===== src/rtl/mem_access_unit_if.sv =====
// rtl/mem_access_unit_if.sv - request and memory bus bundle for mem_access_unit
interface mem_access_unit_if #(
    parameter int ADDR_W = 32
);
    // datapath request side
    logic              req;
    logic              we;
    logic [1:0]        size;
    logic              sign_ext;
    logic [ADDR_W-1:0] addr;
    logic [31:0]       wdata;
    logic              busy;
    logic              done;
    logic              misalign;
    logic [31:0]       rdata;
    // word-addressed memory side
    logic [ADDR_W-1:0] Address;
    logic [31:0]       Write_data;
    logic              MemRead;
    logic              MemWrite;
    logic [31:0]       Mem_data;

    // the access unit itself
    modport slave (
        input  req, we, size, sign_ext, addr, wdata, Mem_data,
        output busy, done, misalign, rdata, Address, Write_data, MemRead, MemWrite
    );

    // the datapath plus memory environment around the unit
    modport master (
        output req, we, size, sign_ext, addr, wdata, Mem_data,
        input  busy, done, misalign, rdata, Address, Write_data, MemRead, MemWrite
    );
endinterface


===== src/rtl/mem_access_unit.sv =====
// rtl/mem_access_unit.sv - byte/half/word load-store front-end; MEM_ACCESS_MISALIGN_TRAP_EN enables misalign trapping
module mem_access_unit #(
    parameter int ADDR_W = 32
) (
    input  logic              clk,
    input  logic              reset,
    mem_access_unit_if.slave  bus
);
    typedef enum logic [2:0] {IDLE, ACCESS, RMW_RD, RMW_WR, FIN} state_t;

    state_t            state, next_state;
    logic [ADDR_W-1:0] addr_q;
    logic [31:0]       wdata_q;
    logic [1:0]        size_q;
    logic              we_q;
    logic              sign_q;
    logic [31:0]       merge_q;
    logic [31:0]       rdata_q;
    logic              req_mis;
    logic [31:0]       load_val;
    logic [31:0]       merged;
    logic [31:0]       lane_shift;
    logic [15:0]       half_lane;
    logic              busy_c, done_c, rd_c, wr_c;
    logic [31:0]       wd_c;

`ifdef MEM_ACCESS_MISALIGN_TRAP_EN
    logic              mis_q;

    assign req_mis = ((bus.size == 2'b01) && bus.addr[0]) ||
                     (bus.size[1] && (bus.addr[1:0] != 2'b00));
    assign bus.misalign = (state == FIN) && mis_q;
`else
    // without trapping the low address bits simply select lanes / words
    assign req_mis = 1'b0;
    assign bus.misalign = 1'b0;
`endif

    // state register; reset aborts any access in flight
    always_ff @(posedge clk or posedge reset) begin
        if (reset) state <= IDLE;
        else       state <= next_state;
    end

    // next state and memory strobes, decoded from registered state only
    always_comb begin
        next_state = state;
        busy_c     = 1'b1;
        done_c     = 1'b0;
        rd_c       = 1'b0;
        wr_c       = 1'b0;
        wd_c       = 32'h0;
        case (state)
            IDLE: begin
                busy_c = 1'b0;
                if (bus.req) begin
                    if (req_mis)                     next_state = FIN;
                    else if (!bus.we || bus.size[1]) next_state = ACCESS;
                    else                             next_state = RMW_RD;
                end
            end
            ACCESS: begin
                if (we_q) begin
                    wr_c = 1'b1;
                    wd_c = wdata_q;
                end else begin
                    rd_c = 1'b1;
                end
                next_state = FIN;
            end
            RMW_RD: begin
                rd_c       = 1'b1;
                next_state = RMW_WR;
            end
            RMW_WR: begin
                wr_c       = 1'b1;
                wd_c       = merged;
                next_state = FIN;
            end
            FIN: begin
                done_c     = 1'b1;
                next_state = IDLE;
            end
            default: next_state = IDLE;
        endcase
    end

    // lane extraction for loads and lane insertion for sub-word stores
    always_comb begin
        lane_shift = bus.Mem_data >> {addr_q[1:0], 3'b000};
        half_lane  = addr_q[1] ? bus.Mem_data[31:16] : bus.Mem_data[15:0];
        case (size_q)
            2'b00:   load_val = {{24{sign_q & lane_shift[7]}}, lane_shift[7:0]};
            2'b01:   load_val = {{16{sign_q & half_lane[15]}}, half_lane};
            default: load_val = bus.Mem_data;
        endcase
        merged = merge_q;
        case (size_q)
            2'b00:   merged[{addr_q[1:0], 3'b000} +: 8]  = wdata_q[7:0];
            2'b01:   merged[{addr_q[1], 4'b0000} +: 16] = wdata_q[15:0];
            default: merged = wdata_q;
        endcase
    end

    // request capture, read-modify-write buffer and load result register
    always_ff @(posedge clk or posedge reset) begin
        if (reset) begin
            addr_q  <= '0;
            wdata_q <= 32'h0;
            size_q  <= 2'b00;
            we_q    <= 1'b0;
            sign_q  <= 1'b0;
            merge_q <= 32'h0;
            rdata_q <= 32'h0;
`ifdef MEM_ACCESS_MISALIGN_TRAP_EN
            mis_q   <= 1'b0;
`endif
        end else begin
            if (state == IDLE && bus.req) begin
                addr_q  <= bus.addr;
                wdata_q <= bus.wdata;
                size_q  <= bus.size;
                we_q    <= bus.we;
                sign_q  <= bus.sign_ext;
`ifdef MEM_ACCESS_MISALIGN_TRAP_EN
                mis_q   <= req_mis;
`endif
            end
            if (state == ACCESS && !we_q) rdata_q <= load_val;
            if (state == RMW_RD)          merge_q <= bus.Mem_data;
        end
    end

    assign bus.busy       = busy_c;
    assign bus.done       = done_c;
    assign bus.MemRead    = rd_c;
    assign bus.MemWrite   = wr_c;
    assign bus.Write_data = wd_c;
    assign bus.rdata      = rdata_q;
    assign bus.Address    = {addr_q[ADDR_W-1:2], 2'b00};
endmodule

===== src/flat_wrapper.sv =====
// flat-port wrapper written by rule: the top's interface ports become plain ports
module mem_access_unit_flat 
#(
    parameter int ADDR_W = 32
)
  (clk, reset, bus_req, bus_we, bus_size, bus_sign_ext, bus_addr, bus_wdata, bus_Mem_data, bus_busy, bus_done, bus_misalign, bus_rdata, bus_Address, bus_Write_data, bus_MemRead, bus_MemWrite);
  mem_access_unit_if #(.ADDR_W(ADDR_W)) bus_i ();
  input  logic clk;
  input  logic reset;
  input wire logic [$bits(bus_i.req)-1:0] bus_req;
  input wire logic [$bits(bus_i.we)-1:0] bus_we;
  input wire logic [$bits(bus_i.size)-1:0] bus_size;
  input wire logic [$bits(bus_i.sign_ext)-1:0] bus_sign_ext;
  input wire logic [$bits(bus_i.addr)-1:0] bus_addr;
  input wire logic [$bits(bus_i.wdata)-1:0] bus_wdata;
  input wire logic [$bits(bus_i.Mem_data)-1:0] bus_Mem_data;
  output wire logic [$bits(bus_i.busy)-1:0] bus_busy;
  output wire logic [$bits(bus_i.done)-1:0] bus_done;
  output wire logic [$bits(bus_i.misalign)-1:0] bus_misalign;
  output wire logic [$bits(bus_i.rdata)-1:0] bus_rdata;
  output wire logic [$bits(bus_i.Address)-1:0] bus_Address;
  output wire logic [$bits(bus_i.Write_data)-1:0] bus_Write_data;
  output wire logic [$bits(bus_i.MemRead)-1:0] bus_MemRead;
  output wire logic [$bits(bus_i.MemWrite)-1:0] bus_MemWrite;
  assign bus_i.req = bus_req;
  assign bus_i.we = bus_we;
  assign bus_i.size = bus_size;
  assign bus_i.sign_ext = bus_sign_ext;
  assign bus_i.addr = bus_addr;
  assign bus_i.wdata = bus_wdata;
  assign bus_i.Mem_data = bus_Mem_data;
  assign bus_busy = bus_i.busy;
  assign bus_done = bus_i.done;
  assign bus_misalign = bus_i.misalign;
  assign bus_rdata = bus_i.rdata;
  assign bus_Address = bus_i.Address;
  assign bus_Write_data = bus_i.Write_data;
  assign bus_MemRead = bus_i.MemRead;
  assign bus_MemWrite = bus_i.MemWrite;
  mem_access_unit #(.ADDR_W(ADDR_W)) u_core (.clk(clk), .reset(reset), .bus(bus_i));
endmodule

===== config.mk =====
export PLATFORM = sky130hd
export DESIGN_NAME = mem_access_unit_flat
export DESIGN_NICKNAME = d
export VERILOG_FILES = /design/src/rtl/mem_access_unit_if.sv /design/src/rtl/mem_access_unit.sv /design/src/flat_wrapper.sv
export SDC_FILE = /design/constraint.sdc
export NUM_CORES = 1
export LEC_CHECK = 0
export CAP_MARGIN = 30
export CORE_UTILIZATION = 35
export CTS_BUF_LIST = sky130_fd_sc_hd__clkbuf_8
export CTS_CLUSTER_SIZE = 8
export DETAILED_ROUTE_END_ITERATION = 7
export SLEW_MARGIN = 20
export SYNTH_ARGS = -nofsm -noshare
export SYNTH_HDL_FRONTEND = slang
export SYNTH_SLANG_ARGS = --single-unit

===== constraint.sdc =====
create_clock -name clk -period 5.32 [get_ports clk]
set_clock_uncertainty 0.1 [all_clocks]
set_input_delay 0.798 -clock clk [delete_from_list [all_inputs] [get_ports clk]]
set_output_delay 0.798 -clock clk [all_outputs]
set_load 0.005 [all_outputs]

==> out/summary.md <==
- **die outline width** 145 microns
- **Nets** 899
- **run status** finished, final reports clean
- **worst hold slack across all endpoints** 0.406 ns
- **number of endpoints with negative hold slack in the final report** 0
- **wire length per cell** 20.3 microns
- **dominant register cell in the synthesized netlist** dfrtp_1
- **endpoint of the most critical register-to-register path** u_core.bus.rdata[29]
- **Slew HR** 37.5%
- **portion of the post-synthesis area used by sequential elements** 47.2%
- **number of cells upsized or downsized after cts** 0
- **count of flip-flops with a built-in enable after synthesis** 0
- **Worst Hold Endpoint** u_core.addr_q[4]
- **clock-pin transition on the worst setup and hold timing paths** 0.09 ns
- **hold path cells** 1
- **die outline height** 145 microns
- **largest area contributor in the synthesized netlist** dfrtp_1
- **total number of vias** 5775
- **vias in the first global route** 5853
- **Clk Tree Root Cell** clkbuf_8
- **ratio of total power to cell area** 576 nW/um^2
- **aggregate global-route resource usage** 21.1%
- **IR Drop Worst-Case VDD** 234 uV
- **Worst Reg2Reg Path Length in Cells** 5
- **Post-Place Cells** 1035
- **synth top area cells** dfrtp_1 47%, mux2_2 16%, buf_4 4.0%, a21oi_1 3.8%, a221o_1 3.1%
- **top-area cell type share of the netlist area** 47.2%
- **count of cell types in the netlist** 57
- **Post-Syn Area** 7150 sq um
- **post-route setup slack** 0.851 ns
- **reg-to-reg slack, setup** 2.59 ns
- **type of the tightest min-delay check** reg2reg
- **Leak Pwr** 3.79 nW
- **total design power** 5.52 mW
- **total negative slack** 0 ns
- **multi-input combinational cell area** 3230 sq um
- **last weighted congestion value of the routability-driven placer** 0.902
- **final cell area excluding filler cells** 9590 sq um
- **non-filler cells in the finished layout** 1070
- **proportion of layout cells with a drive suffix above 1** 20.1%
- **vias per cell** 5.40
- **slew at the pin closest to its max-slew limit** 0.930 ns
- **mean instance size in the synthesized netlist** 11.3 sq um
- **H-tree lvl count** 4
- **DIE AREA** 21000 sq um
- **instance area at placement** 9080 sq um
- **Min-Delay Startpoint** u_core.addr_q[4]
- **minimum clock period** 4.47 ns
- **I/O pin total** 204
- **total of endpoints with negative setup slack in the final report** 0
- **wire length of the first global-routing pass** 34000 microns
- **effective utilization at floorplan** 36.3%
- **most frequent cells in the layout** 200 x clkdlybuf4s50_1, 134 x dfrtp_1, 99 x mux2_2, 55 x a21oi_1, 41 x nand2_1
- **TritonCTS clock tree** yes
- **iteration count of the initial detailed-routing pass** 5
- **deepest clock path buffer count** 2
- **type of the worst setup path** reg2out
- **maximum fanout along the worst path** 20
- **Hold Buf Count CTS** 0
- **Core ar.** 19700 sq um
- **Skew-Pair Late Insertion Delay** 0.45 ns
- **DP Wirelength** 16000 microns
- **violation count after the first detailed-route iteration** 389
- **Reg area** 3380 sq um
- **final standard cell utilization of the core** 48.6%
- **remaining design rule violation count** 0
- **worst path arrival time** 3.57 ns
- **fill cell instance count of the final layout** 1774
- **# port buffers** 200
- **fraction of registers with async set or reset after synthesis** 100%
- **RSZ-0062 raised after global routing** no
- **initial antenna violation count** 1
- **cell count after synthesis** 634
- **Post-Route WL** 21700 microns
- **final slew viol count** 0
- **FF+latch count, synth** 135
- **final period utilization** 84.0%
- **MaxCap Viol Count** 0
- **number of routed nets with antenna violations** 0
- **TritonCTS Buffers** 17
- **CP Capture Type** output pin
- **CTS sink count** 135
- **yosys warns** 0
- **element type at the critical path start** register
- **number of cell rows** 51
- **upper clock frequency limit** 0.224 GHz
- **most common cell after layout, fill and taps aside** clkdlybuf4s50_1
- **data required time at the worst endpoint** 4.42 ns
- **overflow left after global routing** 0
- **worst r2r src** u_core.size_q[0]
- **layout overhead on the synthesized area** 34.0%
- **maximum number of pins on one net before global-route repair** 78
- **setup fix buffers added after clock tree synthesis** 0
- **setup slack after placement** 1.23 ns
-- final cells by class --
cell class | instances | area share (%)
diodes | 1 | 0.0261
clock buffers | 18 | 2.58
clock inverters | 14 | 2.30
inverters | 11 | 0.457
multi-input cells | 415 | 33.7
flip-flops and latches | 135 | 35.3
well taps | 265 | 3.46
repair buffers | 211 | 22.2
-- power by group --
part / switching (mW) / internal [mW]
Clock: 0.427 / 0.574
Sequential: 0.575 / 1.55
Combinational: 0.988 / 1.40
Total: 1.99 / 3.53
-- registers in the layout (all words and copies together), names as in the netlist --
register,cells
u_core.we_q,1
u_core.wdata_q,32
u_core.sign_q,1
u_core.merge_q,32
u_core.size_q,2
u_core.bus.rdata,32
u_core.state,3
u_core.addr_q,32
-- worst max-delay path, stage by stage (launching register included) --
cell             delay [ns]
dfrtp_1                0.79
nand2b_1               0.46
or2_1                  0.48
a21oi_1                0.60
a221o_1                0.27
clkdlybuf4s50_1        0.51
-- logic make-up after synthesis --
kind of cell / after synthesis / synth area share, %
other: 1 / 0.0524
AO/OA/AOI/OAI: 142 / 13.7
flip-flops: 135 / 47.2
buffers and inverters: 86 / 7.68
AND/OR/NAND/NOR: 143 / 11.5
multiplexers: 122 / 18.9
adder cells (fa/ha/maj): 5 / 0.875
-- worst max-delay path by stage --
stage / endpoint / cells after the start / start / slack (ns)
5_1_grt: bus_Write_data[12] / 5 / u_core.size_q[0] / 0.65
3_5_place_dp: bus_Write_data[23] / 5 / u_core.size_q[1] / 1.23
6_report: bus_Write_data[10] / 5 / u_core.size_q[0] / 0.85
4_1_cts: bus_Write_data[23] / 5 / u_core.size_q[1] / 0.73
2_1_floorplan: u_core.addr_q[0] / 1 / reset / 0.81
3_3_place_gp: bus_Write_data[7] / 6 / u_core.addr_q[0] / 1.34
-- synthesized netlist by cell type, drive strengths merged, types with 3 or more instances --
library cell / instances
or2: 4
nor3: 16
dfrtp: 135
o21ai: 17
nand3: 12
nor4: 3
and2: 8
inv: 11
buf: 61
nand2: 41
o2bb2ai: 7
nor4bb: 3
mux2: 105
nor2: 29
a31oi: 8
nand2b: 7
a221oi: 13
nand3b: 9
o221ai: 6
clkbuf: 14
o21bai: 3
ha: 5
a221o: 22
o31ai: 3
mux2i: 17
a21oi: 58
-- layer usage --
metal	vias to the layer above	GRT usage [%]	part of all wire, %	routed length (microns)
met5	-	0	0	0
met4	0	9.73	3.3	708
met3	34	5.72	7.7	1670
met2	258	32.5	45	9840
met1	2870	27.5	44	9450
li1	2613	-	-	-
No activity file was read; power rests on OpenSTA's default activity.
